`src/rtl/banco_ctrl_if.sv`:
```
// Requester, sweep-control and register-bank signals of banco_ctrl.
// The controller binds to the slave modport; requesters and the bank side use the master modport.
interface banco_ctrl_if #(
  parameter int BIT_ADDR = 2,
  parameter int BIT_DATO = 4
);
  logic                req_a;
  logic                we_a;
  logic [BIT_ADDR-1:0] addr_a;
  logic [BIT_DATO-1:0] dat_a;
  logic                gnt_a;
  logic [BIT_DATO-1:0] rdat_a;

  logic                req_b;
  logic                we_b;
  logic [BIT_ADDR-1:0] addr_b;
  logic [BIT_DATO-1:0] dat_b;
  logic                gnt_b;
  logic [BIT_DATO-1:0] rdat_b;

  logic                clr_start;
  logic                busy;

  logic                bank_we;
  logic [BIT_ADDR-1:0] bank_addrW;
  logic [BIT_DATO-1:0] bank_datW;
  logic [BIT_ADDR-1:0] bank_addrR;
  logic [BIT_DATO-1:0] bank_datR;

  modport master (
    output req_a, we_a, addr_a, dat_a, req_b, we_b, addr_b, dat_b, clr_start, bank_datR,
    input  gnt_a, rdat_a, gnt_b, rdat_b, busy, bank_we, bank_addrW, bank_datW, bank_addrR
  );

  modport slave (
    input  req_a, we_a, addr_a, dat_a, req_b, we_b, addr_b, dat_b, clr_start, bank_datR,
    output gnt_a, rdat_a, gnt_b, rdat_b, busy, bank_we, bank_addrW, bank_datW, bank_addrR
  );
endinterface

```
`src/rtl/banco_ctrl.sv`:
```
// Round-robin access controller for a register bank with zero-fill sweep after reset or on command.
// Access latency: req sampled in IDLE -> SERVE -> one-cycle gnt in DONE; sweep takes 2**BIT_ADDR cycles.
module banco_ctrl #(
  parameter int BIT_ADDR = 2,
  parameter int BIT_DATO = 4
) (
  input logic        clk,
  input logic        rst,
  banco_ctrl_if.slave bus
);
  localparam int NREG = 2 ** BIT_ADDR;
  localparam logic [BIT_ADDR-1:0] LAST_ADDR = BIT_ADDR'(NREG - 1);

  typedef enum logic [1:0] {S_CLEAR, S_IDLE, S_SERVE, S_DONE} state_t;

  state_t              r_state, w_nxt;
  logic                r_live;
  logic [BIT_ADDR-1:0] r_clr_ptr, w_ptr_nxt;
  logic                r_last_b;
  logic                r_op_sel_b, r_op_we;
  logic                r_gnt_a, r_gnt_b;
  logic [BIT_DATO-1:0] r_rdat_a, r_rdat_b;
  logic                r_bank_we;
  logic [BIT_ADDR-1:0] r_bank_addrW, r_bank_addrR;
  logic [BIT_DATO-1:0] r_bank_datW;

  logic                w_sel_b, w_win_we;
  logic [BIT_ADDR-1:0] w_win_addr;
  logic [BIT_DATO-1:0] w_win_dat;

  // B wins when alone, or on a tie when A was the last one served.
  always_comb begin
    w_sel_b    = bus.req_b & (~bus.req_a | ~r_last_b);
    w_win_we   = w_sel_b ? bus.we_b   : bus.we_a;
    w_win_addr = w_sel_b ? bus.addr_b : bus.addr_a;
    w_win_dat  = w_sel_b ? bus.dat_b  : bus.dat_a;
  end

  always_comb begin
    w_nxt     = r_state;
    w_ptr_nxt = r_clr_ptr;
    case (r_state)
      S_CLEAR: begin
        // r_live holds the sweep off for the reset cycle itself.
        if (r_live) begin
          w_ptr_nxt = r_clr_ptr + BIT_ADDR'(1);
          if (r_clr_ptr == LAST_ADDR) w_nxt = S_IDLE;
        end
      end
      S_IDLE: begin
        if (bus.clr_start)              w_nxt = S_CLEAR;
        else if (bus.req_a | bus.req_b) w_nxt = S_SERVE;
      end
      S_SERVE: w_nxt = S_DONE;
      S_DONE:  w_nxt = S_IDLE;
      default: w_nxt = S_IDLE;
    endcase
  end

  always_ff @(posedge clk or negedge rst) begin
    if (!rst) begin
      r_state      <= S_CLEAR;
      r_live       <= 1'b0;
      r_clr_ptr    <= '0;
      r_last_b     <= 1'b1;
      r_op_sel_b   <= 1'b0;
      r_op_we      <= 1'b0;
      r_gnt_a      <= 1'b0;
      r_gnt_b      <= 1'b0;
      r_rdat_a     <= '0;
      r_rdat_b     <= '0;
      r_bank_we    <= 1'b0;
      r_bank_addrW <= '0;
      r_bank_datW  <= '0;
      r_bank_addrR <= '0;
    end else begin
      r_state   <= w_nxt;
      r_live    <= 1'b1;
      r_clr_ptr <= w_ptr_nxt;
      r_gnt_a   <= (r_state == S_SERVE) && !r_op_sel_b;
      r_gnt_b   <= (r_state == S_SERVE) &&  r_op_sel_b;
      if (r_state == S_SERVE && !r_op_we) begin
        if (r_op_sel_b) r_rdat_b <= bus.bank_datR;
        else            r_rdat_a <= bus.bank_datR;
      end
      // Bank port registers are loaded one edge ahead of the cycle that uses them.
      r_bank_we <= 1'b0;
      if (w_nxt == S_CLEAR) begin
        r_bank_we    <= 1'b1;
        r_bank_addrW <= w_ptr_nxt;
        r_bank_datW  <= '0;
      end else if (w_nxt == S_SERVE) begin
        r_op_sel_b   <= w_sel_b;
        r_op_we      <= w_win_we;
        r_last_b     <= w_sel_b;
        r_bank_addrR <= w_win_addr;
        if (w_win_we) begin
          r_bank_we    <= 1'b1;
          r_bank_addrW <= w_win_addr;
          r_bank_datW  <= w_win_dat;
        end
      end
    end
  end

  assign bus.busy       = (r_state == S_CLEAR);
  assign bus.gnt_a      = r_gnt_a;
  assign bus.gnt_b      = r_gnt_b;
  assign bus.rdat_a     = r_rdat_a;
  assign bus.rdat_b     = r_rdat_b;
  assign bus.bank_we    = r_bank_we;
  assign bus.bank_addrW = r_bank_addrW;
  assign bus.bank_datW  = r_bank_datW;
  assign bus.bank_addrR = r_bank_addrR;
endmodule
```
`src/flat_wrapper.sv`:
```
// flat-port wrapper written by rule: the top's interface ports become plain ports
module banco_ctrl_flat 
#(
  parameter int BIT_ADDR = 2,
  parameter int BIT_DATO = 4
)
  (clk, rst, bus_req_a, bus_we_a, bus_addr_a, bus_dat_a, bus_req_b, bus_we_b, bus_addr_b, bus_dat_b, bus_clr_start, bus_bank_datR, bus_gnt_a, bus_rdat_a, bus_gnt_b, bus_rdat_b, bus_busy, bus_bank_we, bus_bank_addrW, bus_bank_datW, bus_bank_addrR);
  banco_ctrl_if #(.BIT_ADDR(BIT_ADDR), .BIT_DATO(BIT_DATO)) bus_i ();
  input logic clk;
  input logic rst;
  input wire logic [$bits(bus_i.req_a)-1:0] bus_req_a;
  input wire logic [$bits(bus_i.we_a)-1:0] bus_we_a;
  input wire logic [$bits(bus_i.addr_a)-1:0] bus_addr_a;
  input wire logic [$bits(bus_i.dat_a)-1:0] bus_dat_a;
  input wire logic [$bits(bus_i.req_b)-1:0] bus_req_b;
  input wire logic [$bits(bus_i.we_b)-1:0] bus_we_b;
  input wire logic [$bits(bus_i.addr_b)-1:0] bus_addr_b;
  input wire logic [$bits(bus_i.dat_b)-1:0] bus_dat_b;
  input wire logic [$bits(bus_i.clr_start)-1:0] bus_clr_start;
  input wire logic [$bits(bus_i.bank_datR)-1:0] bus_bank_datR;
  output wire logic [$bits(bus_i.gnt_a)-1:0] bus_gnt_a;
  output wire logic [$bits(bus_i.rdat_a)-1:0] bus_rdat_a;
  output wire logic [$bits(bus_i.gnt_b)-1:0] bus_gnt_b;
  output wire logic [$bits(bus_i.rdat_b)-1:0] bus_rdat_b;
  output wire logic [$bits(bus_i.busy)-1:0] bus_busy;
  output wire logic [$bits(bus_i.bank_we)-1:0] bus_bank_we;
  output wire logic [$bits(bus_i.bank_addrW)-1:0] bus_bank_addrW;
  output wire logic [$bits(bus_i.bank_datW)-1:0] bus_bank_datW;
  output wire logic [$bits(bus_i.bank_addrR)-1:0] bus_bank_addrR;
  assign bus_i.req_a = bus_req_a;
  assign bus_i.we_a = bus_we_a;
  assign bus_i.addr_a = bus_addr_a;
  assign bus_i.dat_a = bus_dat_a;
  assign bus_i.req_b = bus_req_b;
  assign bus_i.we_b = bus_we_b;
  assign bus_i.addr_b = bus_addr_b;
  assign bus_i.dat_b = bus_dat_b;
  assign bus_i.clr_start = bus_clr_start;
  assign bus_i.bank_datR = bus_bank_datR;
  assign bus_gnt_a = bus_i.gnt_a;
  assign bus_rdat_a = bus_i.rdat_a;
  assign bus_gnt_b = bus_i.gnt_b;
  assign bus_rdat_b = bus_i.rdat_b;
  assign bus_busy = bus_i.busy;
  assign bus_bank_we = bus_i.bank_we;
  assign bus_bank_addrW = bus_i.bank_addrW;
  assign bus_bank_datW = bus_i.bank_datW;
  assign bus_bank_addrR = bus_i.bank_addrR;
  banco_ctrl #(.BIT_ADDR(BIT_ADDR), .BIT_DATO(BIT_DATO)) u_core (.clk(clk), .rst(rst), .bus(bus_i));
endmodule
```
`config.mk`:
```
export PLATFORM = sky130hd
export DESIGN_NAME = banco_ctrl_flat
export DESIGN_NICKNAME = d
export VERILOG_FILES = /design/src/rtl/banco_ctrl_if.sv /design/src/rtl/banco_ctrl.sv /design/src/flat_wrapper.sv
export SDC_FILE = /design/constraint.sdc
export NUM_CORES = 1
export LEC_CHECK = 0
export CAP_MARGIN = 25
export CORE_UTILIZATION = 30
export CTS_CLUSTER_SIZE = 12
export DETAILED_ROUTE_END_ITERATION = 10
export GPL_TIMING_DRIVEN = 1
export PLACE_DENSITY = 0.56
export SETUP_SLACK_MARGIN = 0.15
export SYNTH_ARGS = -nofsm -noshare
export SYNTH_HDL_FRONTEND = slang
export SYNTH_SLANG_ARGS = --single-unit
```
`constraint.sdc`:
```
create_clock -name clk -period 3.3 [get_ports clk]
set_clock_uncertainty 0.15 [all_clocks]
set_input_delay 0.825 -clock clk [delete_from_list [all_inputs] [get_ports clk]]
set_output_delay 0.825 -clock clk [all_outputs]
set_load 0.05 [all_outputs]
```
==> reports/metrics.csv <==
metric;value;unit
required;2.32;ns
post-route-period-util;80.1;%
drive_above_1_share;15.9;%
switching_power;766;uW
port_buffers;42;
power_density;970;mW/mm^2
start_util;31.9;%
maxSlewViolCount;0;
seqCellArea;677;sq um
nNetsFinal;170;
async_flop_share;100;%
num_io_pins;43;
synth_warnings;0;
p_comb_share;55.3;%
dr.pass1.iters;5;
hold_path.class;reg2reg;
ys_types;29;
drc;0;
tns;0;ns
syn_area;0.00119;sq mm
leakage;0.729;nW
cts_tree;done;
ys_seq_area_share;56.6;%
rows;22;
critPathLaunchType;flop;
avgSynthCellArea;12.2;sq um
dpl.hpwl;1970;um
pwr-share-seq;33.8;%
syn-num-nets;122;
timing.max_cap.violations;0;
synth-seq-cells;27;
tightest_slew;0.509;ns
cts_sinks;27;
synth-edff-count;0;
worstPathArrival;1.67;ns
fp.coreArea;0.00374;sq mm
crit_type;reg2out;
viasPerCell;4.59;
die_h;65.1;um
drt-initial-drc-count;19;
clockPowerShare;10.9;%
end_kind;output port;
p_sw_share;45.6;%
htreeDepth;1;
yosysTopAreaCellShare;54.5;%
yosysMostFrequentCell;dfrtp_1;
synthFlopType;dfrtp_1;
syn_to_final_growth;45.1;%
grt_pass1_vias;952;
root_buffer;clkbuf_8;
report.final.hold_viol_count;0;
relSlewSlack;66.0;%
path_clk_slew;0.09;ns
clockBufferDepth;2;
final_antenna_net_count;0;
dieArea;0.00424;sq mm
synthTopCellsByArea;dfrtp_1 (54%), mux2_2 (9.4%), mux2i_1 (5.9%);
whs;0.328;ns
period_minus_slack;2.64;ns
finalSetupViolCount;0;
clock_latency;0.27;ns
antennaDiodeCount;0;
gp_congestion;0.779;
wl;2540;um
grt_pass1_wl;4200;um
dieWidth;65.1;um
synth_top_cell_by_area;dfrtp_1;
ctsResizeCount;0;
total_power;1.68;mW
cts-buffers-inserted;3;
vias;885;
grt_remaining_overflow;0;
multi_input_area;482;sq um
syn_inst;98;
grt_usage;13.1;%
status;finished, final reports clean;
cts_hold_buf;0;
post-cts-setup-buffers;0;
rsz0062_at_grt;false;
fmax;0.378;GHz
synthTopCellsByCount;dfrtp_1 (26), mux2_2 (10), nor2_1 (8), inv_1 (7), mux2i_1 (7);
internal_power;916;uW
wl_per_cell;13.2;um
fillers;375;
antenna_found_initial;0;
peakVddDrop;0.000482;V
worst-path-max-fanout;7;
grt_max_degree;18;
==> worst paths after layout <==
check	from	endpoint	slack, ns	cells after the start
min in group asynchronous	rst	u_core.bus.bank_addrR[0]$_DFFE_PN0P_	0.73	1
setup reg to reg	u_core.r_state[0]$_DFF_PN0_	u_core.r_last_b$_DFFE_PN1P_	1.59	4
hold / removal	u_core.r_op_sel_b$_DFFE_PN0P_	u_core.bus.gnt_a$_DFF_PN0_	0.33	1
max in group asynchronous	rst	u_core.bus.rdat_b[0]$_DFFE_PN0P_	1.68	2
setup / recovery	u_core.r_state[1]$_DFF_PN0_	bus_busy	0.66	2
hold reg to reg	u_core.r_op_sel_b$_DFFE_PN0P_	u_core.bus.gnt_a$_DFF_PN0_	0.33	1
==> cell type report <==
| type | instances | share of cell area, % |
|---|---|---|
| flip-flops and latches | 27 | 39.0 |
| repair buffers | 45 | 25.5 |
| clock inverters | 1 | 0.289 |
| inverters | 7 | 1.52 |
| multi-input cells | 62 | 27.8 |
| clock buffers | 3 | 2.38 |
| well taps | 48 | 3.46 |
==> layer usage <==
| layer | wire length, um | GRT usage (%) |
|---|---|---|
| met2 | 1290 | 21.9 |
| met3 | 68 | 3.47 |
| met4 | 48 | 5.98 |
| met1 | 1130 | 15.8 |
| met5 | 0 | 0 |
==> flip-flops by register name, indices dropped and copies added (netlist names) <==
signal	count
u_core.bus.gnt_b	1
u_core.r_op_sel_b	1
u_core.r_op_we	1
u_core.bus.rdat_b	4
u_core.r_last_b	1
u_core.r_state	2
u_core.bus.bank_addrR	2
u_core.r_clr_ptr	2
u_core.bus.bank_datW	4
u_core.bus.gnt_a	1
u_core.bus.rdat_a	4
u_core.bus.bank_we	1
u_core.bus.bank_addrW	2
u_core.r_live	1
==> through the flow <==
stage	cell area (sq um)	std cells	setup slack (ns)	utilization (%)
global placement	1690	189	0.719	45.1
global route	1730	193	0.579	46.3
floorplan	1190	98	1.23	-
detailed placement	1690	189	0.697	45.1
CTS	1730	193	0.633	46.3
finish	1730	193	0.655	46.3
==> cells in the final DEF, fill, tap and decap left out, types with 2 or more instances in the layout <==
| master | Yosys | layout |
|---|---|---|
| dfrtp_1 | 26 | 26 |
| a21oi_1 | 3 | 3 |
| nand2b_1 | 4 | 4 |
| buf_4 | 0 | 3 |
| nor3_2 | 2 | 2 |
| nor2_1 | 8 | 8 |
| mux2_2 | 10 | 10 |
| nand2_1 | 3 | 3 |
| inv_1 | 7 | 7 |
| nor2b_1 | 2 | 2 |
| clkdlybuf4s50_1 | 0 | 42 |
| clkbuf_8 | 0 | 3 |
| mux2i_1 | 7 | 7 |
| o21ai_0 | 4 | 4 |
| o22ai_1 | 4 | 4 |
==> cell families (layout without fill, tap and decap cells) <==
family                   count (synthesis)  count (layout)  synth area share, %
flip-flops                              27              27                 56.6
AND/OR/NAND/NOR                         24              24                 11.6
AO/OA/AOI/OAI                           18              18                 11.3
multiplexers                            17              17                 15.3
buffers and inverters                    9              56                 3.04
adder cells (fa/ha/maj)                  1               1                 1.05
other                                    1               1                0.314
XOR/XNOR                                 1               1                0.733
==> power groups by stage <==
stage                     clock [mW]  sequential, mW  combinational (mW)
after detailed placement           0           0.578               0.934
final                          0.183           0.569               0.930
after CTS                      0.194           0.571               0.940
after floorplan                    0           0.885               0.313
after global routing           0.207           0.590               0.990
after global placement             0           0.575               0.931
==> critical path, stage by stage (launching register included) <==
cell and delay [ns]:
dfrtp_1 0.47, nor2_1 0.12, clkdlybuf4s50_1 0.81
Note: power is estimated with default switching activity, not from simulation.
==> RTL change 1: new RTL, same settings <==
Encoding of `state_t`: now one-hot (4 bits for 4 states).
--- a/src/rtl/banco_ctrl.sv
+++ b/src/rtl/banco_ctrl.sv
@@ -13,3 +13,3 @@
 
-  typedef enum logic [1:0] {S_CLEAR, S_IDLE, S_SERVE, S_DONE} state_t;
+  typedef enum logic [3:0] {S_CLEAR = 4'b0001, S_IDLE = 4'b0010, S_SERVE = 4'b0100, S_DONE = 4'b1000} state_t;
 
Behaviour: no difference found for any inputs over 10 cycles, from zero or initial values and one cycle with rst low; not proved beyond that.
==> RTL change 1 against the original RTL <==
Setup slack lost 14 ps. Sequential cell count grew 2. Total power increased by 11%. First-iteration DRC count fell by 42%. Area after synthesis up 8.3%. Final area is 8.2% higher. Wire length is 2.6% higher. Highest routed layer is now met3.
==> RTL change 1: results (changes against the original RTL) <==
The sum of met2 wire segment lengths after detailed routing came out at 1260 um (-2.5%). The placed cell area is 0.00177 mm^2 (+5.0%). The biggest cell delay along the critical path is 550 ps (-260 ps). The wire length reported by the detailed router was 2610 um (+2.6%). The weighted congestion reported at the end of routability-driven placement came out at 0.775 (-0.60%). The share of layout cells above drive strength 1 is 17.8% (+1.9 points).

The CTS clock-pin slew for the worst setup and hold paths was 60 ps (-30 ps). The met3 track utilization from global routing was 6.08% (+2.6 points). The cell internal power dissipation was 1.06 mW (+15%). The gate count after technology mapping was 102 (+4.1%). The compound-cell area share of the yosys netlist is 7.74% (-3.6 points). The first-pass GRT wire length is 4380 um (+4.4%).

The TritonCTS buffer count is 5 (+2). The maximum fanout count along the critical path came out at 5 (-2). The final cell count without fillers is 202 (+4.7%). Grouping stages by cell kind, the critical path spends the most delay in flip-flops.

The number of distinct library cells after synthesis is 32 (+10%). The met1 global-route usage is 15.8% (+0.023 points). The met2 global-route usage came to 21.7% (-0.22 points). Counting instances in the post-synthesis netlist gives the leading cell types as 27 x dfrtp_1, 15 x nand2_1, 11 x mux2i_1. In this run the top signal layer used is met3. The share of the synthesized netlist area taken by xor and xnor gates is 0.677% (-0.056 points). The final standard cell utilization of the core is 46.3% (-0.070 points). The detailed-routing iteration count for the pre-antenna-repair pass came out at 3 (-2).

For this design, the slowest cell found on the critical path is dfstp_2. The sequential element share of the synthesized area came to 56.3% (-0.36 points). The run finished with clean final reports. The synthesized netlist net count came out at 126 (+3.3%).

The filler cell count came to 362 (-3.5%). The adder-cell share of the synthesized area came out at 0.967% (-0.080 points). The via count of the first global-routing pass came out at 971 (+2.0%). The maximum level of the CTS H-tree was 2 (+1). The number of DRC markers after the initial detailed-route iteration is 11 (-8). The worst ir drop on vdd is 0.000630 V (+31%). The via count of the routed design came out at 919 (+3.8%).

The slew at the pin with the worst max-slew slack is 644 ps (+136 ps). The overall global routing resource usage is 13.6% (+0.50 points). The static power due to leakage is 0.851 nW (+17%).

The post-layout net count came out at 175 (+2.9%).
==> RTL change 1: cell types whose count changed in the layout (fill, tap and decap cells not counted), sizes merged, moves of 3 or more <==
cell / unedited run / this run
nor2b: 2 / 5
o22ai: 4 / 0
nor4b: 0 / 3
clkbuf: 3 / 7
mux2i: 7 / 11
nand2: 3 / 16
nor2: 8 / 0
nand2b: 4 / 1
inv: 7 / 1
==> RTL change 1: area by class of cell <==
| cell class | count | area share, % |
|---|---|---|
| clock buffer | 7 | 5.13 |
| clock inverter | 1 | 0.267 |
| inverter | 2 | 1.07 |
| multi-input combinational | 69 | 28.1 |
| sequential | 29 | 38.8 |
| tap | 50 | 3.33 |
| timing repair buffer | 44 | 23.3 |
==> RTL change 1: path summary, 6_finish.rpt <==
kind / from / to / slack [ps] / depth (start not counted)
max in group asynchronous: rst / u_core.r_state[0] / 1910 / 2
max: u_core.r_state[0] / bus_busy / 640 / 2
max reg2reg: u_core.r_state[3] / u_core.bus.bank_datW[3] / 1120 / 5
min in group asynchronous: rst / u_core.bus.rdat_a[1] / 780 / 2
min reg2reg: u_core.r_op_sel_b / u_core.bus.gnt_a / 310 / 1
min: u_core.r_op_sel_b / u_core.bus.gnt_a / 310 / 1
==> RTL change 1: power groups by stage <==
stage / registers [mW] / clock network (mW) / logic [mW]
global route: 0.622 / 0.349 / 1.02
CTS: 0.606 / 0.330 / 0.958
finish: 0.605 / 0.318 / 0.947
floorplan: 0.960 / 0 / 0.292
detailed placement: 0.610 / 0 / 0.957
global placement: 0.603 / 0 / 0.948
==> RTL change 1: cell families after synthesis <==
| group | after synthesis |
|---|---|
| adders and majority gates | 1 |
| DFF | 29 |
| muxes | 21 |
| and+or+nand+nor | 31 |
| xor gates and xnor gates | 1 |
| AOI/OAI and AO/OA | 14 |
| buffers and inverters | 4 |
| other | 1 |
==> RTL change 2: new RTL, config.mk and constraints unchanged <==
Without the edit above. `BIT_ADDR` is set to 2 in 3 places; all go to 1. Comments in the files are not updated.
--- a/src/rtl/banco_ctrl_if.sv
+++ b/src/rtl/banco_ctrl_if.sv
@@ -3,3 +3,3 @@
 interface banco_ctrl_if #(
-  parameter int BIT_ADDR = 2,
+  parameter int BIT_ADDR = 1,
   parameter int BIT_DATO = 4
--- a/src/rtl/banco_ctrl.sv
+++ b/src/rtl/banco_ctrl.sv
@@ -3,3 +3,3 @@
 module banco_ctrl #(
-  parameter int BIT_ADDR = 2,
+  parameter int BIT_ADDR = 1,
   parameter int BIT_DATO = 4
--- a/src/flat_wrapper.sv
+++ b/src/flat_wrapper.sv
@@ -3,3 +3,3 @@
 #(
-  parameter int BIT_ADDR = 2,
+  parameter int BIT_ADDR = 1,
   parameter int BIT_DATO = 4
Interface: changed (resized bus_addr_a, bus_addr_b, bus_bank_addrR and bus_bank_addrW); port bits go from 43 to 39. No check against the original RTL was run, so the function may have changed too.
==> RTL change 2 against the original RTL <==
Wire length decreased by 19%. Die area shrank 14%. Utilization increased by 0.72 points. Total power shrank 18%. Critical path depth is the same. Sequential cell count down 3. Register-to-register slack worse by 90 ps. Setup slack hardly changed. Final cell count is 15% lower. Sequential power is 14% lower. Combinational power decreased by 18%. Global-route usage fell by 0.32 points. Area after synthesis fell by 15%. Final area decreased by 15%.
==> RTL change 2: results (changes against the original RTL) <==
The fraction of synthesis flops using an asynchronous set or reset pin is 100% (unchanged). The first-pass GRT wire length is 3350 um (-20%). The gate count after technology mapping was 80 (-18%). The average wire per cell in the routed design came to 12.5 um (-5.1%). The sequential element share of the synthesized area is 59.1% (+2.4 points).

The synthesized netlist net count is 101 (-17%). The weighted congestion reported at the end of routability-driven placement came to 0.705 (-9.5%). The clock tree root driver cell is clkbuf_4. The slowest stage of the critical path is the clkdlybuf4s50_1 cell. The via count of the first global-routing pass was 716 (-25%). The worst min-delay path class is register to register. The commonest cells after synthesis are 23 x dfrtp_1, 9 x mux2_2, 8 x nand2_1. The half-perimeter wire length after detailed placement is 1600 um (-19%). The number of DRC markers after the initial detailed-route iteration came to 6 (-13). The post-layout net count came to 143 (-16%). The adder-cell share of the synthesized area is 0% (-1.0 points). The share of the synthesized netlist area taken by xor and xnor gates came out at 0.860% (+0.13 points). The number of distinct library cells after synthesis was 26 (-10%).

In the post-synthesis netlist, the biggest area contributors are dfrtp_1 57%, mux2_2 10%, mux2i_1 5.9%, o2bb2ai_1 3.4%, nand2_1 2.9%. The overall global routing resource usage is 12.8% (-0.32 points). The run finished with clean final reports. The post-cts hold buffer count came to 0 (unchanged).

The buffer count from post-CTS setup fixing came out at 0 (unchanged). The TritonCTS buffer count is 3 (unchanged). The arrival time at the worst endpoint came out at 1670 ps (about the same). The maximum fanout count along the critical path is 6 (-1). The maximum level of the CTS H-tree came out at 1 (unchanged). The insertion delay of the later-clocked pin in the worst-skew pair came to 300 ps (+30 ps).

The via count of the routed design is 729 (-18%). The port buffer count was 38 (-9.5%). The post-synthesis mux area share is 15.8% (+0.56 points). The via-per-instance ratio is 4.42 (-3.6%).

The number of warning messages in the yosys log came out at 0 (unchanged). The slew at the pin with the worst max-slew slack came out at 517 ps (+7.94 ps). On the critical path the largest part of the delay comes from buffers and inverters. The total instance count after detailed placement came out at 161 (-15%). The detailed-routing iteration count for the pre-antenna-repair pass is 3 (-2). The compound-cell area share of the yosys netlist is 10.2% (-1.1 points).

The number of antenna violations at the first check in global routing came out at 0 (unchanged). The antenna diode count is 0 (unchanged). The worst ir drop on vdd is 0.000294 V (-39%). The filler cell count is 302 (-19%).

The post-CTS resize count is 0 (unchanged). The maximum number of pins on one net before global-route repair came to 25 (+7). The biggest cell delay along the critical path is about 800 ps.

The CTS clock-pin slew for the worst setup and hold paths was 120 ps (+30 ps). The static power due to leakage is 0.638 nW (-13%). The worst-case clock buffer depth is 2 (unchanged).

The share of layout cells above drive strength 1 came out at 15.7% (-0.16 points).
[RTL change 2: cell types whose count changed after synthesis, moves of 2 or more]
cell / unedited run / this run
a21oi_1: 3 / 1
dfrtp_1: 26 / 23
inv_1: 7 / 2
nand2_1: 3 / 8
nor2_1: 8 / 4
o21ai_0: 4 / 0
o21ai_1: 0 / 3
o22ai_1: 4 / 0
o2bb2ai_1: 0 / 4
[RTL change 2: layout make-up]
class	count	share of cell area, %
multi-input combinational	52	26.7
clock buffer	4	1.79
timing repair buffer	39	26.4
sequential	24	40.9
inverter	2	0.510
tap	44	3.74
[RTL change 2: cell families (layout without fill, tap and decap cells)]
logic type / after synthesis / count (layout)
xor+xnor: 1 / 1
compound gates: 13 / 13
other cells: 1 / 1
buf+inv: 4 / 45
flops: 24 / 24
simple gates: 22 / 22
mux: 15 / 15
[RTL change 2: worst paths after layout]
| kind | startpoint | end | slack, ps | cells after the start |
|---|---|---|---|---|
| setup / recovery | u_core.r_state[1] | bus_busy | 650 | 2 |
| hold / removal | u_core.r_last_b | u_core.r_last_b | 340 | 2 |
| setup reg to reg | u_core.r_last_b | u_core.bus.bank_addrW | 1500 | 4 |
| hold reg to reg | u_core.r_last_b | u_core.r_last_b | 340 | 2 |
| max in group asynchronous | rst | u_core.r_last_b | 2000 | 2 |
| min in group asynchronous | rst | u_core.bus.rdat_a[1] | 710 | 2 |
[RTL change 2: power breakdown]
part	total [mW]	internal (mW)	switching [mW]
combinational	0.758	0.288	0.470
clock	0.130	0.0471	0.0833
sequential	0.487	0.413	0.0742
total	1.38	0.748	0.627
[RTL change 2: tightest hold or removal path, delay by kind of cell (launching register included)]
family             cells  cell delay (ps)
DFF                    1              410
and+or+nand+nor        1               50
AOI/OAI and AO/OA      1               50
[RTL change 2: per-layer routing]
metal	share of wire (%)	GRT usage, %	vias to the layer above
met5	0	0	-
met2	50	20.7	14
met1	46	16.1	352
met4	1.3	7.97	0
li1	-	-	361
met3	2.5	1.52	2
[RTL change 2: metrics by stage]
stage	cell area, um^2	power [mW]	worst slack, ps
floorplan	1020	1.00	1260
global placement	1450	1.25	699
detailed placement	1450	1.26	646
CTS	1470	1.39	628
global route	1470	1.46	567
finish	1470	1.38	655
